### config.mk
export PLATFORM = sky130hd
export DESIGN_NAME = alu_resp_tx
export DESIGN_NICKNAME = d
export VERILOG_FILES = /design/src/rtl/alu_resp_tx.sv
export SDC_FILE = /design/constraint.sdc
export NUM_CORES = 1
export LEC_CHECK = 0
export BUFFER_PORTS_ARGS = -buffer_cell sky130_fd_sc_hd__buf_2
export CAP_MARGIN = 20
export CELL_PAD_IN_SITES_DETAIL_PLACEMENT = 1
export CELL_PAD_IN_SITES_GLOBAL_PLACEMENT = 1
export CORE_MARGIN = 4
export CORE_UTILIZATION = 42
export CTS_CLUSTER_DIAMETER = 60
export DETAILED_ROUTE_END_ITERATION = 8
export GPL_TIMING_DRIVEN = 0
export PLACE_DENSITY = 0.79
export SLEW_MARGIN = 30
export SYNTH_ARGS = -nofsm -noshare
export SYNTH_HDL_FRONTEND = slang
export SYNTH_SLANG_ARGS = --single-unit
### constraint.sdc
create_clock -name clk_i -period 1.97 [get_ports clk_i]
set_input_delay 0.197 -clock clk_i [delete_from_list [all_inputs] [get_ports clk_i]]
set_output_delay 0.197 -clock clk_i [all_outputs]
set_load 0.03 [all_outputs]
### src/rtl/alu_resp_tx.sv
// -----------------------------------------------------------------------------
// alu_resp_tx
//
// Response framer for the UART ALU path. It takes one completed ALU result
// per request and sends it out as a byte stream to the UART transmitter:
//
//   opcode, 0x00, len[7:0], len[15:8], result byte 0 .. result byte N-1
//
// len is the total packet length in bytes, header included.
//
// Optional build macro:
//   ALU_RESP_CHECKSUM_EN - adds one trailing byte that is the XOR of every
//                          earlier byte in the packet, and counts that byte
//                          in len.
//
// Ports:
//   clk_i          system clock, rising edge
//   rst_ni         asynchronous active-low reset
//   req_valid_i    result request valid
//   req_ready_o    high only while idle; request accepted on valid & ready
//   req_opcode_i   opcode echoed as the first byte
//   req_result_i   result word, RESULT_BYTES*8 bits, sent LSB first
//   m_axis_tdata   byte to the UART transmitter (registered)
//   m_axis_tvalid  byte valid (registered)
//   m_axis_tready  UART transmitter ready
//   busy_o         high from request accept until the last byte handshake
//
// Handshake rule on both interfaces: a transfer happens on a rising edge
// where valid and ready are both high. Once m_axis_tvalid is raised, it and
// m_axis_tdata are held unchanged until that transfer happens.
// -----------------------------------------------------------------------------
module alu_resp_tx #(
    parameter int DATA_WIDTH   = 8,
    parameter int RESULT_BYTES = 4
) (
    input  logic                      clk_i,
    input  logic                      rst_ni,
    input  logic                      req_valid_i,
    output logic                      req_ready_o,
    input  logic [7:0]                req_opcode_i,
    input  logic [RESULT_BYTES*8-1:0] req_result_i,
    output logic [DATA_WIDTH-1:0]     m_axis_tdata,
    output logic                      m_axis_tvalid,
    input  logic                      m_axis_tready,
    output logic                      busy_o
);

    localparam int CNT_W = $clog2(RESULT_BYTES + 1);

`ifdef ALU_RESP_CHECKSUM_EN
    localparam logic [15:0] PKT_LEN = 16'(5 + RESULT_BYTES);
`else
    localparam logic [15:0] PKT_LEN = 16'(4 + RESULT_BYTES);
`endif

    typedef enum logic [2:0] {
        S_IDLE    = 3'd0,
        S_OPCODE  = 3'd1,
        S_RSVD    = 3'd2,
        S_LEN_LO  = 3'd3,
        S_LEN_HI  = 3'd4,
`ifdef ALU_RESP_CHECKSUM_EN
        S_PAYLOAD = 3'd5,
        S_CSUM    = 3'd6
`else
        S_PAYLOAD = 3'd5
`endif
    } state_e;

    state_e                    state_q, state_d;
    logic [RESULT_BYTES*8-1:0] result_q, result_d;
    logic [CNT_W-1:0]          cnt_q, cnt_d;
    logic [DATA_WIDTH-1:0]     tdata_q, tdata_d;
    logic                      tvalid_q, tvalid_d;
    logic                      busy_q, busy_d;
    logic                      hs;
`ifdef ALU_RESP_CHECKSUM_EN
    logic [7:0]                csum_q, csum_d;
`endif

    // Select payload byte k of the latched result.
    function automatic logic [7:0] pick_byte(input logic [RESULT_BYTES*8-1:0] w,
                                             input logic [CNT_W-1:0]          k);
        pick_byte = 8'h00;
        for (int i = 0; i < RESULT_BYTES; i++) begin
            if (k == CNT_W'(i)) pick_byte = w[8*i +: 8];
        end
    endfunction

    assign hs = tvalid_q && m_axis_tready;

    // The opcode needs no separate holding register: it is loaded straight
    // into tdata_q on accept and is only ever sent from there.
    always_comb begin
        state_d  = state_q;
        result_d = result_q;
        cnt_d    = cnt_q;
        tdata_d  = tdata_q;
        tvalid_d = tvalid_q;
        busy_d   = busy_q;
`ifdef ALU_RESP_CHECKSUM_EN
        csum_d   = csum_q;
        if (hs) csum_d = csum_q ^ tdata_q;
`endif
        unique case (state_q)
            S_IDLE: begin
                if (req_valid_i) begin
                    state_d  = S_OPCODE;
                    result_d = req_result_i;
                    cnt_d    = '0;
                    tdata_d  = req_opcode_i;
                    tvalid_d = 1'b1;
                    busy_d   = 1'b1;
`ifdef ALU_RESP_CHECKSUM_EN
                    csum_d   = 8'h00;
`endif
                end
            end
            S_OPCODE: if (hs) begin
                state_d = S_RSVD;
                tdata_d = 8'h00;
            end
            S_RSVD: if (hs) begin
                state_d = S_LEN_LO;
                tdata_d = PKT_LEN[7:0];
            end
            S_LEN_LO: if (hs) begin
                state_d = S_LEN_HI;
                tdata_d = PKT_LEN[15:8];
            end
            S_LEN_HI: if (hs) begin
                state_d = S_PAYLOAD;
                cnt_d   = '0;
                tdata_d = pick_byte(result_q, '0);
            end
            S_PAYLOAD: if (hs) begin
                if (cnt_q == CNT_W'(RESULT_BYTES - 1)) begin
`ifdef ALU_RESP_CHECKSUM_EN
                    // The byte being handed over now still has to be
                    // folded in, since csum_q only updates at this edge.
                    state_d  = S_CSUM;
                    tdata_d  = csum_q ^ tdata_q;
`else
                    state_d  = S_IDLE;
                    tdata_d  = 8'h00;
                    tvalid_d = 1'b0;
                    busy_d   = 1'b0;
`endif
                end else begin
                    cnt_d   = cnt_q + CNT_W'(1);
                    tdata_d = pick_byte(result_q, cnt_q + CNT_W'(1));
                end
            end
`ifdef ALU_RESP_CHECKSUM_EN
            S_CSUM: if (hs) begin
                state_d  = S_IDLE;
                tdata_d  = 8'h00;
                tvalid_d = 1'b0;
                busy_d   = 1'b0;
            end
`endif
            default: begin
                state_d  = S_IDLE;
                tdata_d  = 8'h00;
                tvalid_d = 1'b0;
                busy_d   = 1'b0;
            end
        endcase
    end

    always_ff @(posedge clk_i or negedge rst_ni) begin
        if (!rst_ni) begin
            state_q  <= S_IDLE;
            result_q <= '0;
            cnt_q    <= '0;
            tdata_q  <= '0;
            tvalid_q <= 1'b0;
            busy_q   <= 1'b0;
`ifdef ALU_RESP_CHECKSUM_EN
            csum_q   <= 8'h00;
`endif
        end else begin
            state_q  <= state_d;
            result_q <= result_d;
            cnt_q    <= cnt_d;
            tdata_q  <= tdata_d;
            tvalid_q <= tvalid_d;
            busy_q   <= busy_d;
`ifdef ALU_RESP_CHECKSUM_EN
            csum_q   <= csum_d;
`endif
        end
    end

    assign req_ready_o   = (state_q == S_IDLE);
    assign m_axis_tdata  = tdata_q;
    assign m_axis_tvalid = tvalid_q;
    assign busy_o        = busy_q;

endmodule

==> impl_metrics.env <==
export IMPL_cp_max_fo=10
export IMPL_path_common_cell="ha_1"
export IMPL_cp_arrival_ns=2.05
export IMPL_slew_headroom=0.513
export IMPL_ys_seq_area_frac=0.503
export IMPL_path_delay_family="adder cells"
export IMPL_syn_area_um2=2340
export IMPL_finalCritPeriodShare=0.964
export IMPL_hpwl_mm=4.47
export IMPL_synthSimpleGateAreaFrac=0.0658
export IMPL_drc=0
export IMPL_crit_end="m_axis_tdata[4]"
export IMPL_rr_startpoint="cnt_q[0]"
export IMPL_worstRegToRegCells=6
export IMPL_first_pass_iters=5
export IMPL_cts_tree="done"
export IMPL_clock_skew_ns=0.00340
export IMPL_synth_cell_type_count=37
export IMPL_synth_xor_area_frac=0.00374
export IMPL_die_x_um=82.6
export IMPL_io_pins=55
export IMPL_hold_depth=2
export IMPL_leakage_nw=1.29
export IMPL_start_kind="flop"
export IMPL_numCtsBuffers=5
export IMPL_setup_tns_ns=0
export IMPL_outcome="finished, final reports clean"
export IMPL_required_ns=2.12
export IMPL_synthMuxAreaShare=0.188
export IMPL_endpoint_kind="flop"
export IMPL_r2r_end="m_axis_tdata[4]"
export IMPL_drt_iter0_markers=65
export IMPL_port_buffer_count=54
export IMPL_yosys_area_share_adder=0.0321
export IMPL_viasPerCell=5.50
export IMPL_cpPeakStageDelay_ns=0.43
export IMPL_rows=26
export IMPL_gr_total_overflow=0
export IMPL_worstMarginPinSlew_ns=0.726
export IMPL_crit_slowest_cell="dfrtp_1"
export IMPL_worst_path_buf_inv=1
export IMPL_p_per_area_nw_per_um2=1560
export IMPL_grt_pass1_vias=1876
export IMPL_path_class="reg -> reg"
export IMPL_start_util=0.447
export IMPL_nNetsFinal=305
export IMPL_cp_depth=6
export IMPL_synth_top_family_by_area="multiplexers"
export IMPL_routed_wl_mm=6.05
export IMPL_synth_warnings=0
export IMPL_yosysTopAreaCell="dfrtp_1"
export IMPL_synth_cells=194
export IMPL_clkLatencyLatePin_ns=0.31
export IMPL_vias=1793
export IMPL_area_delta_synth_final_pct=21.4
export IMPL_cts_sinks=47
export IMPL_clkTransAtPathRegs_ns=0.09
export IMPL_rsz0062_at_grt="true"
export IMPL_postRouteAntennaNets=0
export IMPL_grt_pass1_wl_mm=9.50
export IMPL_synth_avg_cell_area_um2=12.1
export IMPL_layout_cells_non_filler=326
export IMPL_dieArea_um2=6830
export IMPL_setup_violations=0
export IMPL_coreArea_um2=5240
export IMPL_max_cap_viol_count=0
export IMPL_crit_path_start="cnt_q[0]"
export IMPL_grt_use_total=0.190
export IMPL_root_buffer="clkbuf_8"
export IMPL_hold_violations=0
export IMPL_ys_seq_elements=47
export IMPL_crit_path_cell_trace="ha_1 -> ha_1 -> clkbuf_4 -> nand2_2 -> o21ai_0 -> o221ai_1"
export IMPL_timing_final_crit_period_ns=1.90
export IMPL_drive_gt1_frac=0.313
export IMPL_netlist_area_leader_share=0.503
export IMPL_clk_path_buf_depth=2
export IMPL_antenna_found_initial=0
export IMPL_synth_area_leaders="dfrtp_1 50%, mux2_1 15%, a221o_1 3.4%"
export IMPL_numPlacedInstances=318
export IMPL_wire_per_inst_um=18.6
export IMPL_synth_compound_area_share=0.167
export IMPL_cts_max_level=2
export IMPL_grt_max_degree=48
export IMPL_synth_nets=244
export IMPL_die_height_um=82.6
export IMPL_vdd_drop_max_mv=0.638
export IMPL_slew_viol_final=0
export IMPL_antennaDiodeCount=0
export IMPL_min_delay_path_class="in -> reg"
export IMPL_gp_congestion=0.825
export IMPL_fmax_mhz=527
export IMPL_regToRegSetupSlack_ns=0.07
-- worst min-delay path by stage --
| stage | slack [ns] | start | end |
|---|---|---|---|
| 5_1_grt | 0.09 | req_result_i[30] | result_q[30] |
| 3_3_place_gp | 0.41 | req_result_i[15] | result_q[15] |
| 4_1_cts | 0.1 | req_result_i[16] | result_q[16] |
| 6_report | 0.1 | req_result_i[13] | result_q[13] |
| 2_1_floorplan | -0.1 | rst_ni | busy_o |
| 3_5_place_dp | 0.25 | rst_ni | result_q[30] |
-- state kept, by name (all words and copies together), names as in the netlist --
signal and flops:
busy_o 1, cnt_q 3, m_axis_tdata 8, result_q 32
state_q 3
-- metrics by stage --
| step | setup slack, ns | total power [mW] | util | hold WS, ns | cell area [µm²] |
|---|---|---|---|---|---|
| 6_report | 0.0714 | 4.42 | 0.542 | 0.0984 | 2840 |
| 5_1_grt | -0.0581 | 4.73 | 0.542 | 0.0869 | 2840 |
| 2_1_floorplan | 0.223 | 3.14 | - | -0.0986 | 2340 |
| 3_5_place_dp | -0.338 | 3.76 | 0.516 | 0.246 | 2700 |
| 4_1_cts | 0.00322 | 4.43 | 0.540 | 0.0968 | 2830 |
| 3_3_place_gp | -0.277 | 3.65 | 0.515 | 0.412 | 2700 |
-- cell usage after synthesis, drive strengths merged --
master	n
dfrtp	47
mux2	32
o21ai	17
nand2	12
buf	10
a221o	8
a22oi	8
mux2i	8
o221ai	8
ha	6
inv	6
clkbuf	4
nor3	4
nor2	3
and2	2
nand2b	2
nor2b	2
o41ai	2
a211o	1
a21oi	1
a2bb2oi	1
a31oi	1
a32oi	1
and3	1
nand3	1
nand3b	1
o22a	1
o22ai	1
o2bb2ai	1
or4	1
xor2	1
-- cell usage in the layout (no fill, tap or decap), drive strengths merged --
cell and count:
buf 64, dfrtp 47, mux2 32, o21ai 17, nand2 12, clkbuf 10
mux2i 8, a221o 8, a22oi 8, o221ai 8, inv 6, ha 6
nor3 4, nor2 3, nand2b 2, o41ai 2, and2 2, nor2b 2
and3 1, a2bb2oi 1, nand3b 1, o2bb2ai 1, or4 1, a21oi 1
xor2 1, a211o 1, a32oi 1, nand3 1, o22ai 1, a31oi 1
o22a 1, clkinvlp 1, dlygate4sd3 1
-- final cells by class --
cell class	instances	area (µm²)
plain buffers	12	71.3
clock buffers	7	96.3
clock inverters	1	7.51
fillers	586	2400
inverters	6	22.5
multi-input cells	127	1090
flip-flops and latches	47	1180
well taps	70	87.6
repair buffers	56	290
-- what timing repair did --
action / CTS / global route
hold buffers: 1 / 0
gates resized for setup: 5 / 6
hold endpoints to repair: 47 / 0
buffers inserted: 1 / 0
endpoints found under the setup margin: 9 / 15
-- report_power, final --
group          switching, mW  total [mW]  internal, mW
registers              0.304        1.74          1.43
clock network          0.338       0.658         0.320
logic                   1.14        2.02         0.881
total                   1.78        4.42          2.63
-- cell families (layout without fill, tap and decap cells) --
family | Yosys count | in the layout
compound gates | 51 | 51
flops | 47 | 47
mux | 40 | 40
simple gates | 29 | 29
buf+inv | 20 | 82
fa+ha+maj | 6 | 6
xor+xnor | 1 | 1
-- worst register-to-register path, cell delays in order (launching register included) --
cell,delay [ns]
dfrtp_1,0.43
ha_1,0.23
ha_1,0.30
clkbuf_4,0.23
nand2_2,0.15
o21ai_0,0.26
o221ai_1,0.14
-- per-layer routing --
layer,part of all wire,track usage,vias up
li1,-,-,850
met1,0.46,0.255,878
met2,0.48,0.300,59
met3,0.056,0.0542,6
met4,0.0098,0.0490,0
met5,0,0,-
(Power assumes the default switching activity.)
